File: src/rtl/rom_arbiter.sv
// Round-robin arbiter that shares a single-port asynchronous program ROM between
// instruction fetch (P0) and data load (P1), with registered per-port responses.
module rom_arbiter #(
    parameter int WIDTH = 32,
    parameter int DEPTH = 2048
) (
    input  logic             clock,
    input  logic             reset,
    input  logic             p0_req,
    input  logic [WIDTH-1:0] p0_addr,
    output logic             p0_gnt,
    output logic             p0_rvalid,
    output logic [WIDTH-1:0] p0_rdata,
    output logic             p0_err,
    input  logic             p1_req,
    input  logic [WIDTH-1:0] p1_addr,
    output logic             p1_gnt,
    output logic             p1_rvalid,
    output logic [WIDTH-1:0] p1_rdata,
    output logic             p1_err,
    output logic [WIDTH-1:0] rom_address,
    input  logic [WIDTH-1:0] rom_rdata,
    output logic [15:0]      conflict_cnt
);

    typedef enum logic {
        PORT0 = 1'b0,
        PORT1 = 1'b1
    } port_e;

    localparam logic [WIDTH-1:0] DEPTH_W = WIDTH'(DEPTH);

    // Misaligned or beyond the last ROM word.
    function automatic logic addr_err(input logic [WIDTH-1:0] addr);
        return (addr[1:0] != 2'b00) || ({2'b00, addr[WIDTH-1:2]} >= DEPTH_W);
    endfunction

    port_e            last_gnt_r;
    logic [WIDTH-1:0] held_addr_r;
    logic             gnt0_s;
    logic             gnt1_s;
    logic             any_gnt_s;
    logic [WIDTH-1:0] sel_addr_s;
    logic [WIDTH-1:0] word_addr_s;
    logic             sel_err_s;
    logic [WIDTH-1:0] resp_data_s;
    logic             conflict_s;

    // Arbitration: lone requester wins, contention goes to the port not granted last.
    always_comb begin
        gnt0_s = 1'b0;
        gnt1_s = 1'b0;
        if (reset) begin
            gnt0_s = 1'b0;
            gnt1_s = 1'b0;
        end else if (p0_req && p1_req) begin
            if (last_gnt_r == PORT1) begin
                gnt0_s = 1'b1;
            end else begin
                gnt1_s = 1'b1;
            end
        end else if (p0_req) begin
            gnt0_s = 1'b1;
        end else if (p1_req) begin
            gnt1_s = 1'b1;
        end else begin
            gnt0_s = 1'b0;
            gnt1_s = 1'b0;
        end
    end

    // ROM address mux and error/response data for the granted request.
    always_comb begin
        any_gnt_s   = gnt0_s | gnt1_s;
        sel_addr_s  = gnt1_s ? p1_addr : p0_addr;
        word_addr_s = {sel_addr_s[WIDTH-1:2], 2'b00};
        sel_err_s   = addr_err(sel_addr_s);
        conflict_s  = p0_req & p1_req;
        if (sel_err_s) begin
            resp_data_s = {WIDTH{1'b0}};
        end else begin
            resp_data_s = rom_rdata;
        end
        if (any_gnt_s) begin
            rom_address = word_addr_s;
        end else begin
            rom_address = held_addr_r;
        end
    end

    assign p0_gnt = gnt0_s;
    assign p1_gnt = gnt1_s;

    // Response registers, arbitration history, held address and conflict counter.
    always_ff @(posedge clock) begin
        if (reset) begin
            last_gnt_r   <= PORT1;
            held_addr_r  <= {WIDTH{1'b0}};
            p0_rvalid    <= 1'b0;
            p0_rdata     <= {WIDTH{1'b0}};
            p0_err       <= 1'b0;
            p1_rvalid    <= 1'b0;
            p1_rdata     <= {WIDTH{1'b0}};
            p1_err       <= 1'b0;
            conflict_cnt <= 16'h0000;
        end else begin
            p0_rvalid <= gnt0_s;
            p1_rvalid <= gnt1_s;
            if (gnt0_s) begin
                p0_rdata <= resp_data_s;
                p0_err   <= sel_err_s;
            end
            if (gnt1_s) begin
                p1_rdata <= resp_data_s;
                p1_err   <= sel_err_s;
            end
            if (any_gnt_s) begin
                held_addr_r <= word_addr_s;
                last_gnt_r  <= gnt1_s ? PORT1 : PORT0;
            end
            // Saturating count of contention cycles.
            if (conflict_s && (conflict_cnt != 16'hFFFF)) begin
                conflict_cnt <= conflict_cnt + 16'h0001;
            end
        end
    end

endmodule

File: config.mk
export PLATFORM = sky130hd
export DESIGN_NAME = rom_arbiter
export DESIGN_NICKNAME = d
export VERILOG_FILES = /design/src/rtl/rom_arbiter.sv
export SDC_FILE = /design/constraint.sdc
export NUM_CORES = 1
export LEC_CHECK = 0
export BUFFER_PORTS_ARGS = -buffer_cell sky130_fd_sc_hd__buf_2
export CAP_MARGIN = 20
export CORE_MARGIN = 5
export CORE_UTILIZATION = 50
export DETAILED_ROUTE_END_ITERATION = 8
export PLACE_DENSITY = 0.85
export SYNTH_ARGS = -nofsm -noshare
export SYNTH_HDL_FRONTEND = slang
export SYNTH_SLANG_ARGS = --single-unit
export TNS_END_PERCENT = 20
File: constraint.sdc
create_clock -name clock -period 2.7 [get_ports clock]
set_clock_uncertainty 0.1 [all_clocks]
set_input_delay 0.27 -clock clock [delete_from_list [all_inputs] [get_ports clock]]
set_output_delay 0.27 -clock clock [all_outputs]
set_load 0.01 [all_outputs]
==> impl_metrics.env <==
export IMPL_run_status="finished, final reports clean"
export IMPL_clock_root_buffer="clkbuf_8"
export IMPL_post_dp_cell_area_um2=5910
export IMPL_postSynth_asyncResetShare=0
export IMPL_clk_latency_ns=0.50
export IMPL_vdd_ir_drop_worst_v=0.000563
export IMPL_crit_fanout=33
export IMPL_synth_area_leader_cell="dfxtp_1"
export IMPL_routed_via_count=4778
export IMPL_detailedPlace_worstSlack_ns=0.612
export IMPL_synth_seq_cells=117
export IMPL_setup_repair_after_global_routing_missed_its_margin="no"
export IMPL_detail_route_first_pass_iterations=5
export IMPL_ant_nets=0
export IMPL_route_detailed_wl_per_inst_um=17.8
export IMPL_die_height_um=108
export IMPL_h_tree_lvl_count=4
export IMPL_floorplan_die_area_um2=11600
export IMPL_cp_num_cells=6
export IMPL_worst_pin_slew_ns=0.587
export IMPL_synth_top_area_share=0.492
export IMPL_floorplan_die_width_um=108
export IMPL_synth_cell_types=45
export IMPL_synth_common_cells="117 x dfxtp_1, 64 x a22o_1, 47 x nor2_1, 40 x a21oi_1, 31 x mux2i_1"
export IMPL_worst_slew_margin_rel=0.608
export IMPL_stdcell_area_um2=6840
export IMPL_holdCritPathClass="in2reg"
export IMPL_number_of_cells_on_the_worst_reg_to_reg_path=5
export IMPL_path_delay_family="buffers and inverters"
export IMPL_syn_mean_instance_area_um2=10.3
export IMPL_post_route_drc_count=0
export IMPL_critPathBufInv=2
export IMPL_placedCellCount=783
export IMPL_final_setup_viol_count=0
export IMPL_grt_use_total=0.261
export IMPL_first_global_vias=4842
export IMPL_final_max_slew_viol_count=0
export IMPL_worst_setup_path_start_kind="flip-flop"
export IMPL_dr_first_iter_drc_count=306
export IMPL_grt_first_pass_wirelength_um=24000
export IMPL_dominant_cells_by_area_after_synthesis="dfxtp_1 49%, a22o_1 12%, mux2i_1 6.5%"
export IMPL_netlist_instances=461
export IMPL_worst_setup_path_type="reg2out"
export IMPL_detailed_place_hpwl_um=9990
export IMPL_worstPathArrival_ns=2.02
export IMPL_layout_area_overhead_vs_synth_pct=43.7
export IMPL_tritoncts="built"
export IMPL_post_cts_setup_driven_buffer_insertion_count=0
export IMPL_reg2reg_to="conflict_cnt[0]$_SDFFE_PP0P_"
export IMPL_powerDensity_nw_per_um2=662
export IMPL_final_hold_violation_count=0
export IMPL_yosys_cell_count_top_type="dfxtp_1"
export IMPL_worst_slack_ns=0.306
export IMPL_layout_drive_gt1_share=0.384
export IMPL_clkTransAtPathRegs_ns=0.06
export IMPL_grt_antenna_before_repair=1
export IMPL_via_per_instance_ratio=5.62
export IMPL_cap_violations=0
export IMPL_category_of_the_worst_setup_path_capture_point="output pin"
export IMPL_row_count=35
export IMPL_synth_edf_count=0
export IMPL_num_nets_final=806
export IMPL_place_gp_congestion=0.817
export IMPL_dominantRegCellSynth="dfxtp_1"
export IMPL_stdcell_count=850
export IMPL_hold_path_startpoint="reset"
export IMPL_ios=218
export IMPL_pin_count_of_the_biggest_net_entering_global_routing=42
export IMPL_fin_crit_ns=2.39
export IMPL_timing_critical_path_from="last_gnt_r$_SDFFE_PP1N_"
export IMPL_cp_endpoint="rom_address[10]"
export IMPL_core_um2=9240
export IMPL_cp_slowest_cell="dfxtp_1"
export IMPL_numPortBuffers=217
export IMPL_power_static_leakage_nw=3.15
export IMPL_synthesis_area_um2=4760
export IMPL_floorplan_initialDensity=0.515
export IMPL_cts_inserted_buffers=17
export IMPL_fin_setup_tns_ns=0
export IMPL_path_cells="a21bo_4 > nor2_8 > buf_12 > mux2i_1 > a21oi_1 > buf_2"
export IMPL_fmaxAchievable_mhz=418
export IMPL_min_period_over_period=0.887
export IMPL_clock_tree_buffer_depth=2
export IMPL_seq_area_frac_synth=0.492
export IMPL_cpPeakStageDelay_ns=0.34
export IMPL_internal_reg_to_reg_setup_slack_ns=0.78
export IMPL_clock_sinks=117
export IMPL_postLayoutCoreUtil=0.740
export IMPL_yosysWarningCount=0
export IMPL_globalRouteOverflowTotal=0
export IMPL_crit_reg2reg_launch="conflict_cnt[0]$_SDFFE_PP0P_"
export IMPL_routed_wl_um=15100
export IMPL_mappedNetlistNets=562
export IMPL_crit_required_ns=2.33
[area by class of cell]
| type | count | area (um2) |
|---|---|---|
| tap | 129 | 161 |
| timing repair buffer | 259 | 1530 |
| inverter | 4 | 15.0 |
| clock inverter | 14 | 174 |
| clock buffer | 18 | 428 |
| multi-input combinational | 306 | 2180 |
| sequential | 117 | 2340 |
| antenna | 3 | 7.51 |
| fill | 642 | 2400 |
[cells in the final DEF, fill, tap and decap left out, types with 4 or more instances in the layout]
cell type and count:
buf_2 217, dfxtp_1 117, a22o_1 64, nor2_1 45, a21oi_1 39, dlygate4sd3_1 32, mux2i_1 31, a211oi_1 30
clkbuf_16 16, nand4_1 9, nand2_1 9, nor4_1 9, nor3_1 7, nand3_1 6, nor2b_1 6, buf_4 6
o21ai_0 5, inv_1 4, o31ai_1 4, or4_1 4, or3_1 4, clkinvlp_4 4, buf_12 4
[per-layer routing]
| metal | vias to the layer above | track usage | part of all wire |
|---|---|---|---|
| met5 | - | 0 | 0 |
| met4 | 0 | 0.112 | 0.029 |
| met3 | 42 | 0.0636 | 0.067 |
| met2 | 226 | 0.476 | 0.53 |
| met1 | 2265 | 0.287 | 0.38 |
| li1 | 2245 | - | - |
[where the power goes]
group	internal, W	switching, W
Clock	0.00144	0.000828
Sequential	0.00177	0.0000151
Combinational	0.000212	0.000265
Total	0.00342	0.00111
[logic make-up after synthesis]
| group | count (synthesis) | synth area share |
|---|---|---|
| DFF | 117 | 0.492 |
| muxes | 36 | 0.0771 |
| adders and majority gates | 1 | 0.00263 |
| AOI/OAI and AO/OA | 147 | 0.227 |
| and+or+nand+nor | 122 | 0.148 |
| buffers and inverters | 38 | 0.0531 |
[flip-flops by register name (all words and copies together) (netlist names)]
signal and flops:
last_gnt_r 1, p1_rvalid 1, p0_err 1, p0_rvalid 1, held_addr_r 32, p1_err 1, conflict_cnt 16, p1_rdata 32
p0_rdata 32
[metrics by stage]
stage	power, W	hold slack, ns
finish	0.00453	0.0383
global route	0.00468	0.0390
CTS	0.00454	0.0157
detailed placement	0.00225	0.349
global placement	0.00224	0.344
floorplan	0.00206	0.303
[repair_timing]
action                                  in CTS  in global routing
endpoints found under the setup margin       0                  0
hold buffers                                32                  0
gates resized for setup                      0                  0
hold endpoints to repair                    64                  0
[worst min-delay path by stage]
stage | end | slack, ns | cells past startpoint
floorplan | p0_rdata[10]$_SDFFE_PP0P_ | 0.30 | 1
global placement | p0_err$_SDFFE_PP0P_ | 0.34 | 2
detailed placement | p0_rdata[13]$_SDFFE_PP0P_ | 0.35 | 1
CTS | p1_rvalid$_SDFF_PP0_ | 0.02 | 2
global route | p1_rvalid$_SDFF_PP0_ | 0.04 | 2
finish | p1_rvalid$_SDFF_PP0_ | 0.04 | 2
Note: power is estimated with default switching activity, not from simulation.
